[config.mk]
export PLATFORM = sky130hd
export DESIGN_NAME = hbridge_gate_drv
export DESIGN_NICKNAME = d
export VERILOG_FILES = /design/src/rtl/hbridge_gate_drv.sv
export SDC_FILE = /design/constraint.sdc
export NUM_CORES = 1
export LEC_CHECK = 0
export CAP_MARGIN = 20
export CORE_MARGIN = 4
export CORE_UTILIZATION = 62
export CTS_CLUSTER_SIZE = 25
export DETAILED_ROUTE_END_ITERATION = 16
export PLACE_DENSITY = 0.78
export SLEW_MARGIN = 10
export SYNTH_ARGS = -nofsm -noshare
export SYNTH_HDL_FRONTEND = slang
export SYNTH_SLANG_ARGS = --single-unit
[constraint.sdc]
create_clock -name i_clk -period 3.55 [get_ports i_clk]
set_clock_uncertainty 0.05 [all_clocks]
set_input_delay 0.8875 -clock i_clk [delete_from_list [all_inputs] [get_ports i_clk]]
set_output_delay 0.8875 -clock i_clk [all_outputs]
set_load 0.01 [all_outputs]
[src/rtl/hbridge_gate_drv.sv]
`timescale 1ns/1ps
// H-bridge gate driver: turns PWM/DIR/OFF into four gate drives with dead time,
// a direction-reversal gap, overcurrent trip/hold/retry and a latched fault.
//  state  | meaning
//  IDLE   | gates off, waiting out the start-up gap
//  RUN    | legs driven from PWM_in and the latched direction
//  DIRCHG | gates off while a direction change settles
//  TRIP   | gates off until OFF has been low for the hold time
//  LOCK   | gates off, Fault high until cleared
module hbridge_gate_drv #(
    parameter int unsigned DEAD_CYC     = 60,
    parameter int unsigned DIR_GAP_CYC  = 120,
    parameter int unsigned OFF_HOLD_CYC = 3000,
    parameter int unsigned TRIP_WIN     = 60000,
    parameter int unsigned FAULT_LIMIT  = 8,
    parameter int unsigned CNT_W        = 16
) (
    input  logic       i_clk,
    input  logic       RESET,
    input  logic       PWM_in,
    input  logic       DIR,
    input  logic       OFF,
    input  logic       Fault_clr,
    output logic       HA_hi,
    output logic       HA_lo,
    output logic       HB_hi,
    output logic       HB_lo,
    output logic       Fault,
    output logic [2:0] State
);
    typedef enum logic [2:0] {
        S_IDLE   = 3'd0,
        S_RUN    = 3'd1,
        S_DIRCHG = 3'd2,
        S_TRIP   = 3'd3,
        S_LOCK   = 3'd4
    } state_t;

    localparam logic [CNT_W-1:0] ONE       = CNT_W'(1);
    localparam logic [CNT_W-1:0] DEAD_C    = CNT_W'(DEAD_CYC);
    localparam logic [CNT_W-1:0] GAP_LAST  = CNT_W'(DIR_GAP_CYC - 1);
    localparam logic [CNT_W-1:0] HOLD_LAST = CNT_W'(OFF_HOLD_CYC - 1);
    localparam logic [CNT_W-1:0] WIN_LAST  = CNT_W'(TRIP_WIN - 1);
    localparam logic [CNT_W-1:0] LIMIT_C   = CNT_W'(FAULT_LIMIT);

    state_t           state_q, state_d;
    logic [CNT_W-1:0] gap_q, gap_d, hold_q, hold_d, win_q, win_d;
    logic [CNT_W-1:0] trip_q, trip_d, trip_inc;
    logic             dir_q, dir_d, dir_smp_q;
    logic             trip_ev, run_stay;
    logic [3:0]       req_q, req_d, req_cur, gate_q, gate_d;
    logic [CNT_W-1:0] dcnt_q [4];
    logic [CNT_W-1:0] dcnt_d [4];
    logic             fault_q, fault_d;

    // Gate order {A_hi, A_lo, B_hi, B_lo}; dir=1 mirrors the legs.
    function automatic logic [3:0] leg_req(input logic pwm, input logic d);
        return d ? {1'b0, 1'b1, pwm, ~pwm} : {pwm, ~pwm, 1'b0, 1'b1};
    endfunction

    always_ff @(posedge i_clk or negedge RESET) begin
        if (!RESET) begin
            state_q   <= S_IDLE;
            gap_q     <= '0;
            hold_q    <= '0;
            win_q     <= '0;
            trip_q    <= '0;
            dir_q     <= 1'b0;
            dir_smp_q <= 1'b0;
            req_q     <= '0;
            gate_q    <= '0;
            fault_q   <= 1'b0;
            for (int g = 0; g < 4; g++) dcnt_q[g] <= '0;
        end else begin
            state_q   <= state_d;
            gap_q     <= gap_d;
            hold_q    <= hold_d;
            win_q     <= win_d;
            trip_q    <= trip_d;
            dir_q     <= dir_d;
            dir_smp_q <= DIR;
            req_q     <= req_d;
            gate_q    <= gate_d;
            fault_q   <= fault_d;
            for (int g = 0; g < 4; g++) dcnt_q[g] <= dcnt_d[g];
        end
    end

    assign trip_inc = (trip_q == '1) ? trip_q : trip_q + ONE;

    always_comb begin
        state_d = state_q;
        gap_d   = gap_q;
        hold_d  = hold_q;
        win_d   = '0;
        trip_d  = trip_q;
        dir_d   = dir_q;
        trip_ev = 1'b0;
        case (state_q)
            S_IDLE: begin
                if (OFF) trip_ev = 1'b1;
                else if (gap_q == GAP_LAST) begin
                    state_d = S_RUN;
                    dir_d   = DIR;
                end else gap_d = gap_q + ONE;
            end
            S_RUN: begin
                if (OFF) trip_ev = 1'b1;
                else begin
                    if (win_q == WIN_LAST) trip_d = '0;
                    else win_d = win_q + ONE;
                    if (DIR != dir_q) begin
                        state_d = S_DIRCHG;
                        gap_d   = '0;
                    end
                end
            end
            S_DIRCHG: begin
                if (OFF) trip_ev = 1'b1;
                else if (DIR != dir_smp_q) gap_d = '0;
                else if (gap_q == GAP_LAST) begin
                    state_d = S_RUN;
                    dir_d   = DIR;
                end else gap_d = gap_q + ONE;
            end
            S_TRIP: begin
                if (OFF) hold_d = '0;
                else if (hold_q == HOLD_LAST) begin
                    state_d = S_RUN;
                    dir_d   = DIR;
                end else hold_d = hold_q + ONE;
            end
            S_LOCK: begin
                if (Fault_clr && !OFF) begin
                    state_d = S_IDLE;
                    trip_d  = '0;
                    gap_d   = '0;
                end
            end
            default: state_d = S_IDLE;
        endcase
        if (trip_ev) begin
            trip_d  = trip_inc;
            hold_d  = '0;
            state_d = (trip_inc == LIMIT_C) ? S_LOCK : S_TRIP;
        end
    end

    // A gate may only rise after its request has been stable for DEAD_CYC RUN cycles.
    always_comb begin
        run_stay = (state_q == S_RUN) && (state_d == S_RUN);
        req_cur  = leg_req(PWM_in, dir_q);
        req_d    = leg_req(PWM_in, dir_d);
        fault_d  = (state_d == S_LOCK);
        gate_d   = '0;
        for (int g = 0; g < 4; g++) begin
            dcnt_d[g] = '0;
            if (run_stay && (req_cur[g] == req_q[g]))
                dcnt_d[g] = (dcnt_q[g] >= DEAD_C) ? dcnt_q[g] : dcnt_q[g] + ONE;
            gate_d[g] = run_stay && req_cur[g] && (dcnt_d[g] >= DEAD_C);
        end
    end

    assign {HA_hi, HA_lo, HB_hi, HB_lo} = gate_q;
    assign Fault = fault_q;
    assign State = state_q;

endmodule
==> impl_metrics.yaml <==
status:
  outcome: "finished, final reports clean"
die:
  start_util: 0.644
  die_w_um: 115
  coreArea_um2: 11000
  ioPinCount: 14
  rows: 38
  die_y_um: 115
  design.die.area_um2: 13200
clock_tree:
  post_cts_buffers: 0
  cts.sink_count: 142
  clkTransAtPathRegs_ns: 0.06
  cts-root-buf: "clkbuf_16"
  insertion_delay_ns: 0.42
  htreeDepth: 4
  cts_made_buffers: 17
  cts.path.max_buffers: 2
  cts_resized: 0
  hold_buffers: 0
  cts_tree: "yes"
worst_setup_path:
  r2r-start: "trip_q[0]"
  worstPathRequired_ns: 3.83
  slowest_stage: "or4_4"
  path_class: "in2reg"
  worst-path-max-fanout: 6
  crit_path_start_kind: "input port"
  rr_endpoint: "State[2]"
  critPathMaxStageDelay_ns: 0.56
  path_cells: "clkdlybuf4s50_1, or4_4, nor4_4, nor3_2, o32ai_2, nand2b_1, or2_1, nor3_2"
  r2r_setup_slack_ns: 0.69
  r2r_cells: 8
  end_kind: "flip-flop"
  arrival_ns: 3.27
  cpMostUsedCell: "nor3_2"
global_route:
  grt_pass1_wl_mm: 25.1
  first_global_vias: 5347
  gr-total-overflow: 0
  grt.total_usage: 0.236
  grt_start_max_net_pins: 71
  antenna_found_initial: 0
yosys:
  synth_ff_type: "dfrtp_1"
  post_synth_mux_area_share: 0.0115
  async_flop_share: 1.00
  ys_types: 67
  synth_area_leaders: "dfrtp_1 50%, nor2_1 4.7%, xor2_1 4.7%"
  synth_compound_area_frac: 0.115
  synth_top_family_by_area: "simple AND/OR/NAND/NOR gates"
  yosysSeqAreaShare: 0.501
  synthXorXnorAreaFrac: 0.0703
  synth_nets: 739
  synth_area_um2: 7100
  synth_seq_cells: 142
  synth_edf_count: 0
  yosysTopAreaCell: "dfrtp_1"
  yosysWarnings: 0
  synth_simple_gate_area_frac: 0.254
  syn_avg_cell_area_um2: 9.85
  synthCells: 721
  synth_top_area_share: 0.501
  synth_fa_ha_area_frac: 0.0211
layout:
  finalNetCount: 759
  final_area_um2: 8030
  area_delta_synth_final_pct: 13.1
  fin_cells: 894
  drive_above_1_share: 0.0862
  num_antenna_cells: 0
timing:
  finalSetupTns_ns: 0
  worst_slew_pin_slew_ns: 0.746
  report.final.hold_viol_count: 0
  period_minus_slack_ns: 2.99
  fmax_mhz: 334
  setup_violations: 0
  maxSlewHeadroom: 0.498
  fin_crit_sh: 0.842
  slew_violations: 0
  rsz0062_at_grt: "false"
route:
  vias: 5380
  dr.pass1.iters: 4
  post_drt_via_cell_ratio: 6.02
  routed_wl_mm: 14.3
  drt_iter0_markers: 323
  ant_nets: 0
  drc: 0
  wl_per_cell_um: 16.0
placed_design:
  dpl.cell_count: 862
  portBuffers: 13
  gp_congestion: 0.898
  dpl-instance-area_um2: 7400
  hpwl_mm: 9.56
power:
  p_leak_uw: 0.00360
  ir_drop_v: 0.000637
  p_total_uw: 4500
  power_per_cell_area_nw_per_um2: 560
worst_hold_path:
  hp-class: "in2async"
run:
  drv_cap: 0
## stage by stage
step / setup slack (ns) / utilization / hold WS [ns]
2_1_floorplan: 0.670 / - / 0.394
3_3_place_gp: 0.203 / 0.671 / 0.410
3_5_place_dp: 0.116 / 0.671 / 0.413
4_1_cts: 0.543 / 0.728 / 0.436
5_1_grt: 0.474 / 0.728 / 0.451
6_report: 0.559 / 0.728 / 0.422
## cells by family after synthesis
| group | count (synthesis) |
|---|---|
| flops | 142 |
| simple gates | 335 |
| buf+inv | 47 |
| compound gates | 120 |
| fa+ha+maj | 12 |
| xor+xnor | 57 |
| mux | 8 |
## routing by layer
layer	track usage	part of all wire	vias up
li1	-	-	2587
met1	0.313	0.45	2643
met2	0.380	0.50	135
met3	0.0616	0.042	15
met4	0.0798	0.0096	0
met5	0	0	-
## area by class of cell
class / count / area, um2
sequential: 142 / 3550
multi-input combinational: 532 / 3350
fill: 785 / 3000
clock buffer: 18 / 439
timing repair buffer: 25 / 234
clock inverter: 14 / 190
tap: 140 / 175
inverter: 23 / 86.3
## cell usage in the layout, fill, tap and decap left out, drive strengths merged, types with 5 or more instances in the layout
cell,synthesis,layout
dfrtp,142,142
nor2,90,90
nand2,65,65
and2,43,43
xor2,38,38
o21ai,31,31
a21oi,27,27
nand3,26,26
inv,23,25
xnor2,19,19
nand4,18,18
clkbuf,12,18
and3,17,17
nor4,16,16
nor3,16,16
buf,12,13
ha,12,12
clkdlybuf4s50,0,12
nor2b,9,9
a31oi,8,8
a21o,7,7
mux2i,7,7
a22o,7,7
or4,7,7
clkinv,0,6
or3,5,5
nand2b,5,5
## state kept, by name (all words and copies together), names as in the netlist, 3 cells and up
name,flops
gate_q,4
trip_q,16
gap_q,16
dcnt_q,64
State,3
win_q,16
hold_q,16
req_q,4
## Yosys cell counts (all sizes together), types with 16 or more instances
master and count:
dfrtp 142, xnor2 19, nor3 16, and3 17, nor4 16, o21ai 31, inv 23, nand4 18
nand2 65, nor2 90, a21oi 27, and2 43, xor2 38, nand3 26
## worst max-delay path: cells and delay by family
family          cells  cell delay [ns]
simple gates        6             1.65
compound gates      1             0.31
buf+inv             1             0.42
## report_power, final
| part | switching [uW] | internal, uW |
|---|---|---|
| combinational | 450 | 298 |
| clock | 683 | 1190 |
| sequential | 160 | 1710 |
| total | 1290 | 3200 |
## worst max path at each step
stage	to	slack (ns)	cells after the start	from
after floorplan	dcnt_q[52]	0.67	9	OFF
after global placement	dcnt_q[52]	0.20	8	OFF
after detailed placement	dcnt_q[52]	0.12	8	OFF
after CTS	dcnt_q[52]	0.54	8	OFF
after global routing	dcnt_q[25]	0.47	9	OFF
final	dcnt_q[52]	0.56	8	OFF
(Power assumes the default switching activity.)
